--- src/rtl/align_sched_if.sv ---
// align_sched_if: bundles the input-vector handshake, the two-lane shifter
// port and the aligned-output handshake of align_sched.
//   slave  modport : the scheduler's view (s_* / sh_man_off / m_ready in)
//   master modport : the environment's view (producer, shifter, consumer)
// Lane i of every packed vector sits at [width*i +: width].
interface align_sched_if #(
  parameter int expWidth   = 3,
  parameter int sigWidth   = 3,
  parameter int low_expand = 2,
  parameter int LANES      = 4
);
  localparam int W = sigWidth + 4 + low_expand;

  logic                         s_valid;
  logic                         s_ready;
  logic [LANES-1:0]             s_sign;
  logic [LANES*expWidth-1:0]    s_exp;
  logic [LANES*sigWidth-1:0]    s_man;
  logic [2*expWidth-1:0]        sh_exp_offset;
  logic [2*sigWidth-1:0]        sh_mantissa;
  logic [1:0]                   sh_sign;
  logic [2*W-1:0]               sh_man_off;
  logic                         m_valid;
  logic                         m_ready;
  logic [LANES*W-1:0]           m_aligned;
  logic [expWidth-1:0]          m_max_exp;
  logic                         busy;

  modport slave (
    input  s_valid, s_sign, s_exp, s_man, sh_man_off, m_ready,
    output s_ready, sh_exp_offset, sh_mantissa, sh_sign,
           m_valid, m_aligned, m_max_exp, busy
  );

  modport master (
    output s_valid, s_sign, s_exp, s_man, sh_man_off, m_ready,
    input  s_ready, sh_exp_offset, sh_mantissa, sh_sign,
           m_valid, m_aligned, m_max_exp, busy
  );
endinterface

--- src/rtl/align_sched.sv ---
// align_sched: sequences a shared two-lane mantissa alignment shifter over a
// vector of LANES mini-float operands. A vector is captured on the input
// handshake, its maximum exponent is found in one cycle, then lane pairs are
// sent to the shifter one pair per cycle and the returned words are collected
// into m_aligned, which is presented with the common exponent on the output
// handshake.
// Ports:
//   clk  - clock, all state on the rising edge
//   rst  - synchronous active-high reset
//   io   - align_sched_if.slave: s_* input vector, sh_* shifter drive and
//          sh_man_off result, m_* aligned output, busy
module align_sched #(
  parameter int expWidth   = 3,
  parameter int sigWidth   = 3,
  parameter int low_expand = 2,
  parameter int LANES      = 4
) (
  input  logic            clk,
  input  logic            rst,
  align_sched_if.slave    io
);
  localparam int W     = sigWidth + 4 + low_expand;
  localparam int BEATS = LANES / 2;
  localparam int KW    = (BEATS > 1) ? $clog2(BEATS) : 1;
  localparam logic [KW-1:0] K_LAST = KW'(BEATS - 1);

  typedef enum logic [1:0] {
    IDLE   = 2'd0,
    MAXEXP = 2'd1,
    SHIFT  = 2'd2,
    DONE   = 2'd3
  } state_e;

  state_e                      state_q, state_d;
  logic [KW-1:0]               k_q, k_d;
  logic [LANES-1:0]            sign_q, sign_d;
  logic [LANES*expWidth-1:0]   exp_q, exp_d;
  logic [LANES*sigWidth-1:0]   man_q, man_d;
  logic [expWidth-1:0]         max_exp_q, max_exp_d;
  logic [LANES*W-1:0]          aligned_q, aligned_d;
  logic                        s_ready_q, s_ready_d;
  logic                        m_valid_q, m_valid_d;
  logic                        busy_q, busy_d;
  logic [2*expWidth-1:0]       sh_off_q, sh_off_d;
  logic [2*sigWidth-1:0]       sh_man_q, sh_man_d;
  logic [1:0]                  sh_sign_q, sh_sign_d;
  int                          lane_cap;
  int                          lane_drv;

  // Unsigned maximum over all lane exponents.
  function automatic logic [expWidth-1:0] f_max_exp(input logic [LANES*expWidth-1:0] e);
    logic [expWidth-1:0] m;
    m = '0;
    for (int i = 0; i < LANES; i++) begin
      if (e[expWidth*i +: expWidth] > m) begin
        m = e[expWidth*i +: expWidth];
      end else begin
        m = m;
      end
    end
    return m;
  endfunction

  // Next-state, datapath capture and next values of the registered outputs.
  always_comb begin
    state_d   = state_q;
    k_d       = k_q;
    sign_d    = sign_q;
    exp_d     = exp_q;
    man_d     = man_q;
    max_exp_d = max_exp_q;
    aligned_d = aligned_q;
    sh_off_d  = '0;
    sh_man_d  = '0;
    sh_sign_d = 2'b00;
    lane_cap  = 2 * int'(k_q);
    lane_drv  = 0;

    case (state_q)
      IDLE: begin
        if (io.s_valid) begin
          sign_d  = io.s_sign;
          exp_d   = io.s_exp;
          man_d   = io.s_man;
          state_d = MAXEXP;
        end else begin
          state_d = IDLE;
        end
      end
      MAXEXP: begin
        max_exp_d = f_max_exp(exp_q);
        k_d       = '0;
        state_d   = SHIFT;
      end
      SHIFT: begin
        // The shifter is combinational: its result belongs to the pair
        // driven during this cycle (beat k_q).
        aligned_d[W*lane_cap +: W]     = io.sh_man_off[0 +: W];
        aligned_d[W*(lane_cap+1) +: W] = io.sh_man_off[W +: W];
        if (k_q == K_LAST) begin
          state_d = DONE;
        end else begin
          k_d = k_q + KW'(1);
        end
      end
      DONE: begin
        if (io.m_ready) begin
          state_d = IDLE;
        end else begin
          state_d = DONE;
        end
      end
      default: begin
        state_d = IDLE;
      end
    endcase

    // Shifter drive is registered, so load the pair for the beat about to
    // run; max_exp_d is already valid when leaving MAXEXP.
    if (state_d == SHIFT) begin
      lane_drv = 2 * int'(k_d);
      for (int j = 0; j < 2; j++) begin
        sh_off_d[expWidth*j +: expWidth] = max_exp_d - exp_q[expWidth*(lane_drv+j) +: expWidth];
        sh_man_d[sigWidth*j +: sigWidth] = man_q[sigWidth*(lane_drv+j) +: sigWidth];
        sh_sign_d[j]                     = sign_q[lane_drv+j];
      end
    end else begin
      sh_off_d  = '0;
      sh_man_d  = '0;
      sh_sign_d = 2'b00;
    end

    s_ready_d = (state_d == IDLE);
    m_valid_d = (state_d == DONE);
    busy_d    = (state_d != IDLE);
  end

  // State and datapath registers with synchronous reset.
  always_ff @(posedge clk) begin
    if (rst) begin
      state_q   <= IDLE;
      k_q       <= '0;
      sign_q    <= '0;
      exp_q     <= '0;
      man_q     <= '0;
      max_exp_q <= '0;
      aligned_q <= '0;
      s_ready_q <= 1'b1;
      m_valid_q <= 1'b0;
      busy_q    <= 1'b0;
      sh_off_q  <= '0;
      sh_man_q  <= '0;
      sh_sign_q <= 2'b00;
    end else begin
      state_q   <= state_d;
      k_q       <= k_d;
      sign_q    <= sign_d;
      exp_q     <= exp_d;
      man_q     <= man_d;
      max_exp_q <= max_exp_d;
      aligned_q <= aligned_d;
      s_ready_q <= s_ready_d;
      m_valid_q <= m_valid_d;
      busy_q    <= busy_d;
      sh_off_q  <= sh_off_d;
      sh_man_q  <= sh_man_d;
      sh_sign_q <= sh_sign_d;
    end
  end

  assign io.s_ready       = s_ready_q;
  assign io.m_valid       = m_valid_q;
  assign io.busy          = busy_q;
  assign io.m_aligned     = aligned_q;
  assign io.m_max_exp     = max_exp_q;
  assign io.sh_exp_offset = sh_off_q;
  assign io.sh_mantissa   = sh_man_q;
  assign io.sh_sign       = sh_sign_q;
endmodule

--- src/flat_wrapper.sv ---
// flat-port wrapper written by rule: the top's interface ports become plain ports
module align_sched_flat 
#(
  parameter int expWidth   = 3,
  parameter int sigWidth   = 3,
  parameter int low_expand = 2,
  parameter int LANES      = 4
)
  (clk, rst, io_s_valid, io_s_sign, io_s_exp, io_s_man, io_sh_man_off, io_m_ready, io_s_ready, io_sh_exp_offset, io_sh_mantissa, io_sh_sign, io_m_valid, io_m_aligned, io_m_max_exp, io_busy);
  align_sched_if #(.expWidth(expWidth), .sigWidth(sigWidth), .low_expand(low_expand), .LANES(LANES)) io_i ();
  input  logic clk;
  input  logic rst;
  input wire logic [$bits(io_i.s_valid)-1:0] io_s_valid;
  input wire logic [$bits(io_i.s_sign)-1:0] io_s_sign;
  input wire logic [$bits(io_i.s_exp)-1:0] io_s_exp;
  input wire logic [$bits(io_i.s_man)-1:0] io_s_man;
  input wire logic [$bits(io_i.sh_man_off)-1:0] io_sh_man_off;
  input wire logic [$bits(io_i.m_ready)-1:0] io_m_ready;
  output wire logic [$bits(io_i.s_ready)-1:0] io_s_ready;
  output wire logic [$bits(io_i.sh_exp_offset)-1:0] io_sh_exp_offset;
  output wire logic [$bits(io_i.sh_mantissa)-1:0] io_sh_mantissa;
  output wire logic [$bits(io_i.sh_sign)-1:0] io_sh_sign;
  output wire logic [$bits(io_i.m_valid)-1:0] io_m_valid;
  output wire logic [$bits(io_i.m_aligned)-1:0] io_m_aligned;
  output wire logic [$bits(io_i.m_max_exp)-1:0] io_m_max_exp;
  output wire logic [$bits(io_i.busy)-1:0] io_busy;
  assign io_i.s_valid = io_s_valid;
  assign io_i.s_sign = io_s_sign;
  assign io_i.s_exp = io_s_exp;
  assign io_i.s_man = io_s_man;
  assign io_i.sh_man_off = io_sh_man_off;
  assign io_i.m_ready = io_m_ready;
  assign io_s_ready = io_i.s_ready;
  assign io_sh_exp_offset = io_i.sh_exp_offset;
  assign io_sh_mantissa = io_i.sh_mantissa;
  assign io_sh_sign = io_i.sh_sign;
  assign io_m_valid = io_i.m_valid;
  assign io_m_aligned = io_i.m_aligned;
  assign io_m_max_exp = io_i.m_max_exp;
  assign io_busy = io_i.busy;
  align_sched #(.expWidth(expWidth), .sigWidth(sigWidth), .low_expand(low_expand), .LANES(LANES)) u_core (.clk(clk), .rst(rst), .io(io_i));
endmodule
--- config.mk ---
export PLATFORM = sky130hd
export DESIGN_NAME = align_sched_flat
export DESIGN_NICKNAME = d
export VERILOG_FILES = /design/src/rtl/align_sched_if.sv /design/src/rtl/align_sched.sv /design/src/flat_wrapper.sv
export SDC_FILE = /design/constraint.sdc
export NUM_CORES = 1
export LEC_CHECK = 0
export CORE_MARGIN = 4
export CORE_UTILIZATION = 44
export CTS_BUF_LIST = sky130_fd_sc_hd__clkbuf_4
export CTS_CLUSTER_SIZE = 24
export DETAILED_ROUTE_END_ITERATION = 12
export GPL_ROUTABILITY_DRIVEN = 0
export HOLD_SLACK_MARGIN = 0.05
export PLACE_DENSITY = 0.78
export SYNTH_ARGS = -nofsm -noshare
export SYNTH_HDL_FRONTEND = slang
export SYNTH_SLANG_ARGS = --single-unit
--- constraint.sdc ---
create_clock -name clk -period 5 [get_ports clk]
set_clock_uncertainty 0.2 [all_clocks]
set_input_delay 0.5 -clock clk [delete_from_list [all_inputs] [get_ports clk]]
set_output_delay 0.5 -clock clk [all_outputs]
set_load 0.1 [all_outputs]
==> key figures <==
Outcome
  • Outcome: finished, violations left
  • Failing checks: setup timing

Critical path
  • Cell Chain, Critical Path: inv_2 -> ha_4 -> nand3b_1 -> a21o_1 -> nand2_1 -> o21ai_0 -> ha_1 -> nand3b_1 -> and2_4 -> nand2_1 -> o21ai_1 -> ha_1 -> a21oi_2 -> a32oi_2 -> o311ai_2 -> o21ai_2 -> ha_2 -> fa_2 -> xor2_1 -> or4_1 -> a21oi_2
  • Critical Path RT: 5.16 ns
  • CP max-delay cell: or4_1
  • CP peak stage delay: 0.56 ns
  • CP Launch Point: u_core.exp_q[2]
  • Crit Path Class: reg -> reg
  • CP arrival: roughly 5.2 ns
  • Reg2Reg Depth: 21
  • CP Capture Type: flop
  • CP Launch Type: flop
  • Max FO, Critical Path: 5
  • Critical path destination: u_core.io.sh_exp_offset[5]
  • R2R Setup Slk: -0.002 ns
  • RR Startpoint: u_core.exp_q[2]
  • Critical R2R Capture: u_core.io.sh_exp_offset[5]

Drt
  • Pre-antenna DRT Iters: 4
  • DR vias/cell: 5.16
  • Initial DRC count: 141
  • Vias: 3340
  • Final wirelength: ~9.4 mm
  • # DRC: 0
  • ANT nets after route: 0
  • Wire per inst: 14.6 um

Logic synthesis
  • Syn Inst Count: roughly 430
  • Cell area after synthesis: 3560 sq um
  • Dominant cells by area after synthesis: dfxtp_1 49%, nand2_1 15%, a21oi_1 10%
  • Async S/R FF share, synth: 0
  • Post-synth top area cell: dfxtp_1
  • Ys flop type: dfxtp_1
  • Synth warn: 0
  • Library cells used by synthesis: 34
  • Area share of the largest cell type after synthesis: 0.489
  • Number of flops mapped to enable cells by yosys: 0
  • Yosys reg bits: 87
  • Register area share after synthesis: 0.489
  • Syn nets: between 500 and 600
  • Syn avg cell area: between 8 and 9 sq um

Floorplanning
  • Num ports: around 110
  • Num rows: 32
  • Die area: 9600 sq um
  • Core Area: between 7000 and 8000 sq um
  • Die Y: 98.0 um
  • Die W: 98.0 um
  • Initial Util: 0.456

CTS
  • CTS Hold Bufs: 0
  • CTS clk-pin slew, worst paths: 0.14 ns
  • Clock Latency Late Sink: 0.43 ns
  • Number of clock sinks: slightly below 90
  • Cts bufs inserted: 9
  • # H-tree levels: 3
  • Clock root buffer: clkbuf_4
  • CTS tree: built
  • Clock buffer depth: 2

Global route
  • First-pass GRT wire length: 14.7 mm
  • Grt ovf: 0
  • Vias in the first global route: 3150
  • Initial antenna violation count: 0
  • Largest net degree at the start of global routing: 70
  • Global Route Usage Sum: 0.187

Timing
  • Setup TNS: -0.00188 ns
  • Achievable clock frequency: 0.200 GHz
  • Fin. max-slew vios: 0
  • Final Hold Viols: 0
  • RSZ-0062 raised after global routing: yes
  • Slew HR: 0.326
  • Worst-Margin Slew: 1.01 ns
  • Worst setup margin: -0.00188 ns
  • Final setup viols: 1
  • Min Tclk post-route: 5.00 ns
  • Final Hold Slack: 0.262 ns
  • Period utilization: 1.00

Finish
  • FF/Latch Area: 1750 sq um
  • Most frequent cells in the layout: 140 x nand2_1, 104 x clkdlybuf4s50_1, 84 x dfxtp_1
  • ANT cells: 0
  • Area delta synth->final: 43.5%
  • Final #Nets: 608
  • Layout cells sized above 1: 0.128
  • Most common cell after layout, fill and taps aside: nand2_1
  • Fillers: 646
  • Area of the multi-input gates: 1890 sq um

Flow run
  • Max-cap viol count: 0

Placement
  • I/O Buffers: roughly 110
  • Hpwl dp: 6.55 mm

Power and ir drop
  • Leak: between 1.5 and 2 nW
  • PwrDens: 337 nW/um^2
  • Highest ir drop seen on vdd: 0.000256 V

Worst hold path
  • Worst Hold Class: reg -> reg
## where the power goes
group | switching (mW) | leakage (nW) | internal (mW)
registers | 0.0228 | 0.709 | 0.727
clock network | 0.240 | 0.0802 | 0.203
logic | 0.324 | 1.10 | 0.202
total | 0.587 | 1.89 | 1.13
## stage by stage
step,std cells,instance area [sq um],worst slack [ns],total power [mW],util
finish,647,5110,-0.00188,1.72,0.654
global route,647,5110,-0.235,1.81,0.654
CTS,643,4930,0.0152,1.67,0.631
detailed placement,626,4710,-0.236,1.20,0.604
global placement,626,4710,-0.0211,1.19,0.604
floorplan,434,3560,0.160,1.07,-
## critical path: cells and delay by family (launching register included)
| kind | cells | cell delay [ns] |
|---|---|---|
| xor+xnor | 1 | 0.18 |
| compound gates | 8 | 1.43 |
| fa+ha+maj | 5 | 1.40 |
| simple gates | 6 | 1.37 |
| flops | 1 | 0.35 |
| buf+inv | 1 | 0.04 |
## Yosys cell counts, types with 2 or more instances
cell / number
a211oi_1: 2
a21oi_1: 72
a221oi_1: 2
and2_1: 4
and3_1: 2
buf_1: 4
clkbuf_1: 20
dfxtp_1: 87
fa_1: 2
ha_1: 16
inv_1: 9
mux2_2: 2
mux2i_1: 10
nand2_1: 140
nand2b_1: 2
nand3b_1: 3
nor2_1: 19
nor2b_1: 5
nor3_1: 5
o211a_1: 2
o211ai_1: 2
o21ai_0: 8
o311ai_0: 2
o31ai_1: 2
or4_1: 2
xor2_1: 2
## cells by family (layout without fill, tap and decap cells)
| family | after synthesis | count (layout) | synth area share |
|---|---|---|---|
| compound gates | 97 | 97 | 0.152 |
| xor+xnor | 2 | 2 | 0.00492 |
| fa+ha+maj | 18 | 18 | 0.0675 |
| buf+inv | 33 | 144 | 0.0348 |
| flops | 87 | 87 | 0.489 |
| mux | 13 | 13 | 0.0408 |
| simple gates | 184 | 184 | 0.211 |
## flip-flops by register name, indices dropped and copies added, names as in the netlist, 2 cells and up
name                     cells
u_core.sign_q                4
u_core.io.m_max_exp          3
u_core.io.sh_exp_offset      6
u_core.io.m_aligned         36
u_core.io.sh_mantissa        6
u_core.man_q                12
u_core.io.sh_sign            2
u_core.exp_q                12
u_core.state_q               2
## layout make-up
type / count / share of cell area
multi-input combinational: 314 / 0.369
sequential: 87 / 0.342
timing repair buffer: 119 / 0.225
tap: 102 / 0.0250
clock inverter: 7 / 0.0189
clock buffer: 9 / 0.0132
inverter: 9 / 0.00661
## per-layer routing
layer  up-vias  part of all wire  track usage
met3        17             0.050       0.0514
met5         -                 0            0
met4         0             0.017       0.0554
met2       102              0.52        0.327
met1      1566              0.42        0.223
li1       1655                 -            -
## timing repair
item | CTS | global route
endpoints found under the setup margin | 2 | 2
buffers inserted | 1 | 4
resized for setup | 12 | 32
pin swaps | 3 | 22
## worst min-delay path by stage
stage	start	endpoint	slack (ns)	depth (start not counted)
6_report	u_core.io.m_aligned[1]	u_core.io.m_aligned[1]	0.26	2
5_1_grt	u_core.sign_q[1]	u_core.sign_q[1]	0.29	2
4_1_cts	u_core.sign_q[3]	u_core.sign_q[3]	0.26	2
3_5_place_dp	u_core.sign_q[3]	u_core.sign_q[3]	0.25	2
3_3_place_gp	u_core.io.m_aligned[1]	u_core.io.m_aligned[1]	0.24	2
2_1_floorplan	u_core.man_q[10]	u_core.man_q[10]	0.24	2
(Power assumes the default switching activity.)
